$ cat config.mk
export PLATFORM = sky130hd
export DESIGN_NAME = param_stack
export DESIGN_NICKNAME = d
export VERILOG_FILES = /design/src/rtl/param_stack.sv
export SDC_FILE = /design/constraint.sdc
export NUM_CORES = 1
export LEC_CHECK = 0
export ABC_CLOCK_PERIOD_IN_PS = 3300
export CORE_AREA = 2 2 138 140
export CTS_CLUSTER_SIZE = 40
export DETAILED_ROUTE_END_ITERATION = 6
export DIE_AREA = 0 0 140 142
export PLACE_DENSITY = 0.74
export SYNTH_ARGS = -nofsm -noshare
export SYNTH_HDL_FRONTEND = slang
export SYNTH_SLANG_ARGS = --single-unit
$ cat constraint.sdc
create_clock -name clk -period 3.3 [get_ports clk]
set_input_delay 0.99 -clock clk [delete_from_list [all_inputs] [get_ports clk]]
set_output_delay 0.99 -clock clk [all_outputs]
set_load 0.02 [all_outputs]
$ cat src/rtl/param_stack.sv
// param_stack: parametrised LIFO with registered top-of-stack, count, clear and error flags.
// Define PARAM_STACK_STICKY_ERR_EN to make overflow/underflow sticky until reset or clear.
module param_stack #(
    parameter int DATA_W = 14,
    parameter int DEPTH  = 16,
    parameter int CNT_W  = $clog2(DEPTH + 1)
) (
    input  logic              clk,
    input  logic              reset,
    input  logic              clear,
    input  logic              push,
    input  logic              pop,
    input  logic [DATA_W-1:0] data_in,
    output logic [DATA_W-1:0] data_out,
    output logic [CNT_W-1:0]  count,
    output logic              empty,
    output logic              full,
    output logic              overflow,
    output logic              underflow
);
    localparam int AW = (DEPTH > 1) ? $clog2(DEPTH) : 1;
    localparam logic [CNT_W-1:0] L_FULL = CNT_W'(DEPTH);
    localparam logic [CNT_W-1:0] L_ONE  = CNT_W'(1);
    localparam logic [CNT_W-1:0] L_TWO  = CNT_W'(2);

    logic [DATA_W-1:0] r_mem [DEPTH];
    logic [CNT_W-1:0]  r_cnt;
    logic [DATA_W-1:0] r_dout;
    logic              r_empty, r_full, r_ovf, r_unf;

    logic              w_is_empty, w_is_full;
    logic              w_push_new, w_replace, w_pop, w_ovf_ev, w_unf_ev, w_wr;
    logic [AW-1:0]     w_wr_idx, w_rd_idx;
    logic [CNT_W-1:0]  w_nxt_cnt;
    logic [DATA_W-1:0] w_pop_data, w_nxt_dout;

    // push+pop on an empty stack degrades to a plain push
    always_comb begin
        w_is_empty = (r_cnt == '0);
        w_is_full  = (r_cnt == L_FULL);
        w_push_new = push && (pop ? w_is_empty : !w_is_full);
        w_replace  = push && pop && !w_is_empty;
        w_pop      = pop && !push && !w_is_empty;
        w_ovf_ev   = push && !pop && w_is_full;
        w_unf_ev   = pop && !push && w_is_empty;
        w_wr       = w_push_new || w_replace;
        w_wr_idx   = AW'(w_replace ? r_cnt - L_ONE : r_cnt);
        w_rd_idx   = AW'(r_cnt - L_TWO);
        w_pop_data = (r_cnt >= L_TWO) ? r_mem[w_rd_idx] : '0;
        w_nxt_cnt  = w_push_new ? r_cnt + L_ONE : w_pop ? r_cnt - L_ONE : r_cnt;
        w_nxt_dout = w_wr ? data_in : w_pop ? w_pop_data : r_dout;
    end

    always_ff @(posedge clk)
        if (reset && !clear && w_wr)
            r_mem[w_wr_idx] <= data_in;

    always_ff @(posedge clk) begin
        if (!reset || clear) begin
            r_cnt   <= '0;
            r_dout  <= '0;
            r_empty <= 1'b1;
            r_full  <= 1'b0;
            r_ovf   <= 1'b0;
            r_unf   <= 1'b0;
        end else begin
            r_cnt   <= w_nxt_cnt;
            r_dout  <= w_nxt_dout;
            r_empty <= (w_nxt_cnt == '0);
            r_full  <= (w_nxt_cnt == L_FULL);
`ifdef PARAM_STACK_STICKY_ERR_EN
            r_ovf   <= r_ovf | w_ovf_ev;
            r_unf   <= r_unf | w_unf_ev;
`else
            r_ovf   <= w_ovf_ev;
            r_unf   <= w_unf_ev;
`endif
        end
    end

    assign data_out  = r_dout;
    assign count     = r_cnt;
    assign empty     = r_empty;
    assign full      = r_full;
    assign overflow  = r_ovf;
    assign underflow = r_unf;
endmodule

# ---- After elaboration in Yosys (flattened, before gate mapping)
# Memory sizes are Yosys's and may differ from the RTL's.
# Index checks and enable logic that the tools add are counted.
# W data, S select, Z words.
dict set report op_classes {
  add_sub_neg 3
  n_lt_le_gt_ge 1
  n_eq_ne 2
  muxes 9
  reduce_logical 21
}
# cell n
set op_table {}
lappend op_table {{$mux W14} 3}
lappend op_table {{$eq A5 B5 Y1 const B} 2}
lappend op_table {{$logic_and A1 B1 Y1} 10}
lappend op_table {{$logic_not A5 Y1} 2}
lappend op_table {{$mux W5} 2}
lappend op_table {{$logic_not A1 Y1} 6}
lappend op_table {{$add A5 B1 Y5 const B} 1}
lappend op_table {{$ge A5 B2 Y1 const B} 1}
lappend op_table {{$sub A5 B1 Y5 const B} 1}
lappend op_table {{$mux W4} 1}
lappend op_table {{$sub A4 B2 Y4 const B} 1}
lappend op_table {{$mux W1} 3}
lappend op_table {{$logic_or A1 B1 Y1} 2}
lappend op_table {{$reduce_bool A2 Y1} 1}
dict set report totals {
  reg_bits 23
  ramBits 224
  input_bits 19
  output_inout_bits 23
  elab_cells 43
  n_memories 1
}
# name depth width read_ports rd_ports_with_merged_regs write_ports line_no
set mem_list {}
lappend mem_list {r_mem 16 14 1 0 1 26} ;# logic [DATA_W-1:0] r_mem [DEPTH];

# ---- Logic depth before layout (Yosys ltp)
# Gate-level depths: netlist of the first run.
dict set report depth {
  ltp_word 8
  ltp_mapped 11
  depth_no_buf 7
}

# ---- Worst setup path before layout of the first run
# No wires, ideal clock.
dict set report synth_path {
  path_kind {flip-flop to flip-flop}
  from {reg r_cnt[0] (netlist: count[0])}
  to {mem r_mem[11][0], enable pin}
  setup_time_ns 0.384
  arrival_time_ns 3.205
  required_time_ns 2.916
  path_slack_ns -0.289
  path_stages_with_launch 10
  n_path_buf 2
  synth_period_minus_slack_ns 3.589
  path_cell_list {dfxtp_1 -> clkbuf_1 -> buf_2 -> clkinv_1 -> ha_1 -> or4b_4 -> nand3_1 -> xnor2_1 -> or3b_2 -> nor2_1}
}
dict set report synth_via {
  elab_chain_cells 8
  elab_cells_between_ends 13
  cone_classes {1 x add/sub; 1 x eq/ne; 4 x mux; 7 x reduce/logical}
}
# item line_no
set synth_rtl {}
lappend synth_rtl {{start: declaration} 27} ;# logic [CNT_W-1:0] r_cnt;
lappend synth_rtl {{start signal: assignment} 67} ;# r_cnt <= w_nxt_cnt;
lappend synth_rtl {{$eq A5 B5 Y1} 40} ;# w_is_full = (r_cnt == L_FULL);
lappend synth_rtl {{$logic_not A1 Y1} 41} ;# w_push_new = push && (pop ? w_is_empty : !w_is_full);
lappend synth_rtl {{$mux W1} 41}
lappend synth_rtl {{$logic_and A1 B1 Y1} 41}
lappend synth_rtl {{$logic_or A1 B1 Y1} 46} ;# w_wr = w_push_new || w_replace;
lappend synth_rtl {{$logic_and A1 B1 Y1} 55} ;# if (reset && !clear && w_wr)
lappend synth_rtl {{$mux W1} 55}
lappend synth_rtl {{$mux W1 (implied by the code)} 56} ;# r_mem[w_wr_idx] <= data_in;
lappend synth_rtl {{end: declaration} 26}
# Several ways; a longest one is shown, not always the timed one.

# ---- Worst setup path in the final report of the first run
dict set report layout_path {
  from {reg r_cnt[1] (netlist: count[1])}
  to {mem r_mem[5][0], enable pin}
}
# Same word-level chain as after synthesis.

==> flow_summary.yaml, run 1 <==
timing:
  slew_headroom_pct: 24.6
  finClkSkew_ns: 0.0134
  rsz0062_at_grt: "false"
  slew_viol_final: 0
  whs_ns: 0.545
  fin_crit_sh_pct: 91.9
  fmaxAchievable_ghz: 0.330
  final_hold_viol_count: 0
  worst_slew_pin_slew_ns: 1.13
  finalSetupTns_ns: 0
  setup_viol: 0
  period_minus_slack_ns: 3.03
power_and_ir_drop:
  p_sw_mw: 1.38
  combPwrFrac_pct: 6.7
  peakVddDrop_mv: 0.327
  power_mw: 6.54
  clock_power_share_pct: 40.6
  p_per_area_mw_per_mm2: 567
  power_switching_share_pct: 21.1
  p_seq_share_pct: 52.7
  cellLeakagePower_nw: 3.64
  intPower_mw: 5.17
finish:
  drive_gt1_share_pct: 24.5
  area_growth_pct: 18.5
  layout.nets: 612
  n_antenna_cell: 0
  final_cells: 838
critical_path:
  required_ns: 3.51
  worstSetupPathType: "reg -> reg"
  critPathMaxFanout: 14
  critPathArrivalTime_ns: 3.24
  rr_worst_depth: 8
  startpoint_type: "flop"
  end_kind: "flop"
floorplan:
  core_sq_mm: 0.0185
  std_cell_rows: 50
  die_area_sq_mm: 0.0199
  die_h_um: 142
  io_pins: 42
  die_w_um: 140
  start_util_pct: 52.8
routing:
  drc: 7
  drtIter0Drc: 547
  firstDrtPassIters: 7
  ant_nets: 0
  vias: 5163
  wl_mm: 20.5
  drt-vias-per-instance: 6.16
  wl_per_cell_um: 24.4
grt:
  grt_usage_pct: 21.2
  grt-ovfl-total: 0
  grt_antenna_before_repair: 0
  grt_pass1_vias: 5377
  grt_max_degree: 57
  grt_pass1_wl_mm: 31.6
clocking:
  cts_setup_buffers: 0
  htree_levels: 1
  postCtsHoldBufs: 0
  clkSinkCount: 247
  postCtsResizedCells: 0
  cts_root_buf: "clkbuf_16"
  cts_buffers: 24
  insertion_delay_ns: 0.51
  clk_pin_slew_worst_paths_ns: 0.06
  cts_tree: "built"
  ctsLongestPathBuffers: 3
run_status:
  status: "finished with violations"
  violations: "DRC"
hold_path:
  hold_depth: 2
  hp-class: "reg -> reg"
placement:
  dp_cells: 794
  gp_congestion: 0.862
  io_buffer_count: 41
  hpwl_mm: 12.9
synth:
  syn_avg_cell_area_sq_um: 18.9
  ys_types: 43
  syn_nets: 540
  netlist_area_sq_mm: 0.00974
  ys_async_sr_fraction_pct: 0
  yosys.area.top_type: "edfxtp_1"
  synth_ff_type: "edfxtp_1"
  synth_edf_count: 224
  yosysWarnings: 0
  ys_ff_latch: 247
  yosysTopAreaCellShare_pct: 69.1
  syn_inst: 514
  synth_area_leaders: "edfxtp_1 69%, mux4_2 13%, dfxtp_1 4.7%"
  ys_seq_area_share_pct: 73.8
flow_run:
  maxCapViolCount: 0
-- metal layers --
| layer | global-route usage, % | share of wire (%) | wire, um | vias up |
|---|---|---|---|---|
| li1 | - | - | - | 2250 |
| met1 | 28.5 | 40 | 8290 | 2650 |
| met5 | 0 | 0 | 0 | - |
| met2 | 35.8 | 50 | 10300 | 227 |
| met4 | 7.44 | 2.7 | 561 | 0 |
| met3 | 3.36 | 6.6 | 1360 | 36 |
-- worst paths after layout --
check	startpoint	to	slack (ns)
max	count[1]	r_mem[5][0]	0.27
min	data_out[13]	data_out[13]	0.55
max reg2reg	count[1]	r_mem[5][0]	0.27
min reg2reg	data_out[13]	data_out[13]	0.55
-- critical path, cell delays in order, from the launching register on --
cell and delay [ns]:
dfxtp_1 0.31, inv_1 0.18, ha_1 0.32, or4b_4 0.54, nand3_1 0.11, xor2_1 0.29, or3b_2 0.61, nor2_2 0.20
buf_12 0.17
-- cells in the mapped netlist (2+ instances only) --
cell type,number
and3_1,5
nand3_1,4
mux4_2,56
nor3_1,4
or3_1,2
a21o_1,14
o21ai_0,15
and2_1,7
ha_1,7
dfxtp_1,23
xnor2_1,5
inv_1,4
nor2_1,23
a31oi_1,18
edfxtp_1,224
clkbuf_1,21
a21oi_1,3
or3b_2,3
mux2i_1,2
buf_2,6
a22oi_1,29
nand2_1,17
nor2b_1,2
-- per-stage QoR --
step	instance area [sq um]	setup slack, ns	utilization, %
6_report	11500	0.267	62.5
5_1_grt	11500	0.112	62.5
4_1_cts	11500	0.290	62.5
3_5_place_dp	10800	-0.116	58.3
3_3_place_gp	10800	-0.0270	58.3
2_1_floorplan	9780	-0.158	-
-- flip-flops by register name, summed over array words and instances (netlist names) --
register   count
full           1
data_out      14
empty          1
r_mem        224
underflow      1
overflow       1
count          5
-- cell families after synthesis --
family          count (synthesis)  synth area share [%]
fa+ha+maj                       7                 0.899
mux                            58                  13.2
compound gates                 86                  6.14
simple gates                   76                  4.01
xor+xnor                        6                 0.540
flops                         247                  73.8
buf+inv                        34                  1.46
-- power by group through the flow --
stage | sequential, mW | combinational, mW | clock, mW
final | 3.45 | 0.441 | 2.66
after global routing | 3.45 | 0.475 | 2.82
after CTS | 3.45 | 0.443 | 2.71
after detailed placement | 3.51 | 0.442 | 0
after global placement | 3.51 | 0.432 | 0
after floorplan | 3.53 | 0.243 | 0
-- cell usage in the layout (no fill, tap or decap), types with 5 or more instances in the layout --
master	Yosys	final
a21o_1	14	14
xnor2_1	5	5
and2_1	7	7
clkdlybuf4s50_1	0	41
nor2_2	1	5
dfxtp_1	23	22
a22oi_1	29	29
nor2_1	23	15
clkinv_2	0	6
mux4_2	56	56
a31oi_1	18	17
buf_4	0	23
buf_12	0	11
and3_1	5	5
edfxtp_1	224	224
clkbuf_16	0	25
nand2_1	17	17
o21ai_0	15	15
ha_1	7	6
-- area by class of cell --
class,instances,area [sq um]
clock buffer,29,641
clock inverter,15,135
fill,1240,6920
inverter,5,18.8
multi-input combinational,233,2460
sequential,247,7190
tap,234,293
timing repair buffer,75,803
No activity file was read; power rests on OpenSTA's default activity.
==> run 2: changes to the inputs <==
--- a/config.mk
+++ b/config.mk
@@ -6,11 +6,11 @@
 export NUM_CORES = 1
 export LEC_CHECK = 0
 export ABC_CLOCK_PERIOD_IN_PS = 3300
-export CORE_AREA = 2 2 138 140
+export CORE_AREA = 2 2 143 145
 export CTS_CLUSTER_SIZE = 40
 export DETAILED_ROUTE_END_ITERATION = 6
-export DIE_AREA = 0 0 140 142
-export PLACE_DENSITY = 0.74
+export DIE_AREA = 0 0 145 147
+export PLACE_DENSITY = 0.7
 export SYNTH_ARGS = -nofsm -noshare
 export SYNTH_HDL_FRONTEND = slang
 export SYNTH_SLANG_ARGS = --single-unit
==> run 2 against run 1 <==
The flow now finishes without violations. Worst setup slack gained 0.064 ns. Sequential share of layout area fell by 0.31 points. Sequential power is essentially flat. Clock power hardly changed. Critical endpoint is now r_mem[6][10]. Largest cell class unchanged. Highest routed layer unchanged.
==> flow_summary.yaml, run 2 (synthesis gave the netlist of run 1 again) <==
critical_path:
  worstSetupPathType: "reg -> reg"
  critPathMaxFanout: 14
  end_kind: "flop"
  cp_top_family: "simple AND/OR/NAND/NOR gates"
  critPathArrivalTime_ns: 3.19
  critPathMaxStageDelay_ns: 0.60
  slowest_stage: "or3b_2"
  required_ns: 3.53
  startpoint_type: "flop"
  crit_buf_inv: 2
  crit_chain: "inv_1 > ha_1 > or4b_4 > nand3_1 > xor2_1 > or3b_2 > nor2_2 > buf_12"
finish:
  drive_gt1_share_pct: 24.8
  layout.nets: 619
  largest_reg_flops: 224
  utilization_pct: 58.4
  largest-register: "r_mem"
  layout_commonest_cell: "edfxtp_1"
  area_growth_pct: 19.1
  fillerInstances: 1434
  n_antenna_cell: 0
  final_area_sq_mm: 0.0116
  final_cell_mix: "224 x edfxtp_1, 56 x mux4_2, 41 x clkdlybuf4s50_1, 31 x buf_4, 29 x a22oi_1"
hold_path:
  hp-class: "reg -> reg"
timing:
  rsz0062_at_grt: "false"
  fmaxAchievable_ghz: 0.337
  slew_viol_final: 0
  period_minus_slack_ns: 2.97
  whs_ns: 0.539
  finalWorstSetupSlack_ns: 0.332
  finalSetupTns_ns: 0
  slew_headroom_pct: 22.3
  fin_crit_sh_pct: 89.9
  final_hold_viol_count: 0
  worst_slew_pin_slew_ns: 1.16
  setup_viol: 0
  finClkSkew_ns: 0.0125
placement:
  hpwl_mm: 13.4
  io_buffer_count: 41
  post-place-ws_ns: -0.0365
  dpl_cell_area_sq_mm: 0.0108
  gp_congestion: 0.861
routing:
  wl_per_cell_um: 24.2
  drc: 0
  ant_nets: 0
  firstDrtPassIters: 5
  vias: 5240
  drt-vias-per-instance: 5.94
  drtIter0Drc: 580
  wl_mm: 21.3
power_and_ir_drop:
  cellLeakagePower_nw: 3.66
  p_per_area_mw_per_mm2: 565
  peakVddDrop_mv: 0.430
grt:
  grt_max_degree: 65
  grt_usage_pct: 20.2
  grt_pass1_vias: 5361
  use_met3_pct: 3.29
  grt-busiest-layer: "met2"
  grt_pass1_wl_mm: 32.3
  grt_antenna_before_repair: 0
  grtUsageMet1_pct: 28.8
  grt-ovfl-total: 0
  met2_usage_pct: 33.2
floorplan:
  die_w_um: 145
  die_area_sq_mm: 0.0213
  die_h_um: 147
  core_sq_mm: 0.0198
  io_pins: 42
  start_util_pct: 49.1
  std_cell_rows: 52
flow_run:
  maxCapViolCount: 0
clocking:
  ctsLongestPathBuffers: 3
  clkSinkCount: 247
  cts_root_buf: "clkbuf_16"
  cts_tree: "built"
  cts_setup_buffers: 0
  postCtsHoldBufs: 0
  postCtsResizedCells: 0
  insertion_delay_ns: 0.52
  htree_levels: 1
  cts_buffers: 26
  clk_pin_slew_worst_paths_ns: 0.06
run_status:
  status: "complete, no violations"
==> run 2: area by class of cell <==
type                            instances  area (sq um)  area share, %
Inverter                                5          18.8          0.162
Clock buffer                           37           722           6.23
Timing Repair Buffer                   80           803           6.93
Tap cell                              270           338           2.91
Clock inverter                         10          66.3          0.572
Sequential cell                       247          7190           62.0
Multi-Input combinational cell        233          2460           21.2
==> run 2: path summary, 6_finish.rpt <==
path,from,endpoint,slack [ns],cells after the start
worst max-delay path,count[1],r_mem[6][10],0.33,8
worst min-delay path,data_out[0],data_out[0],0.54,2
worst max register to register,count[1],r_mem[6][10],0.33,8
worst min register to register,data_out[0],data_out[0],0.54,2
==> run 2: power breakdown <==
group	internal, mW	leakage, nW	switching, mW
Clock	1.52	0.378	1.12
Sequential	3.44	2.20	0.0105
Combinational	0.185	1.08	0.271
Total	5.14	3.66	1.40
==> run 2: tightest hold or removal path, cell delays in order, from the launching register on <==
cell	delay [ns]
dfxtp_1	0.30
o21ai_0	0.15
a31oi_1	0.04
==> run 2: per-stage QoR <==
| step | instances | total power [mW] |
|---|---|---|
| after detailed placement | 835 | 3.97 |
| after global placement | 835 | 3.96 |
| after floorplan | 514 | 3.77 |
| final | 882 | 6.55 |
| after global routing | 882 | 6.75 |
| after CTS | 882 | 6.60 |
==> run 2: metal layers <==
| metal | part of all wire, % | vias to the layer above |
|---|---|---|
| met5 | 0 | - |
| met4 | 1.7 | 0 |
| met1 | 42 | 2717 |
| li1 | - | 2269 |
| met3 | 7.7 | 24 |
| met2 | 48 | 230 |
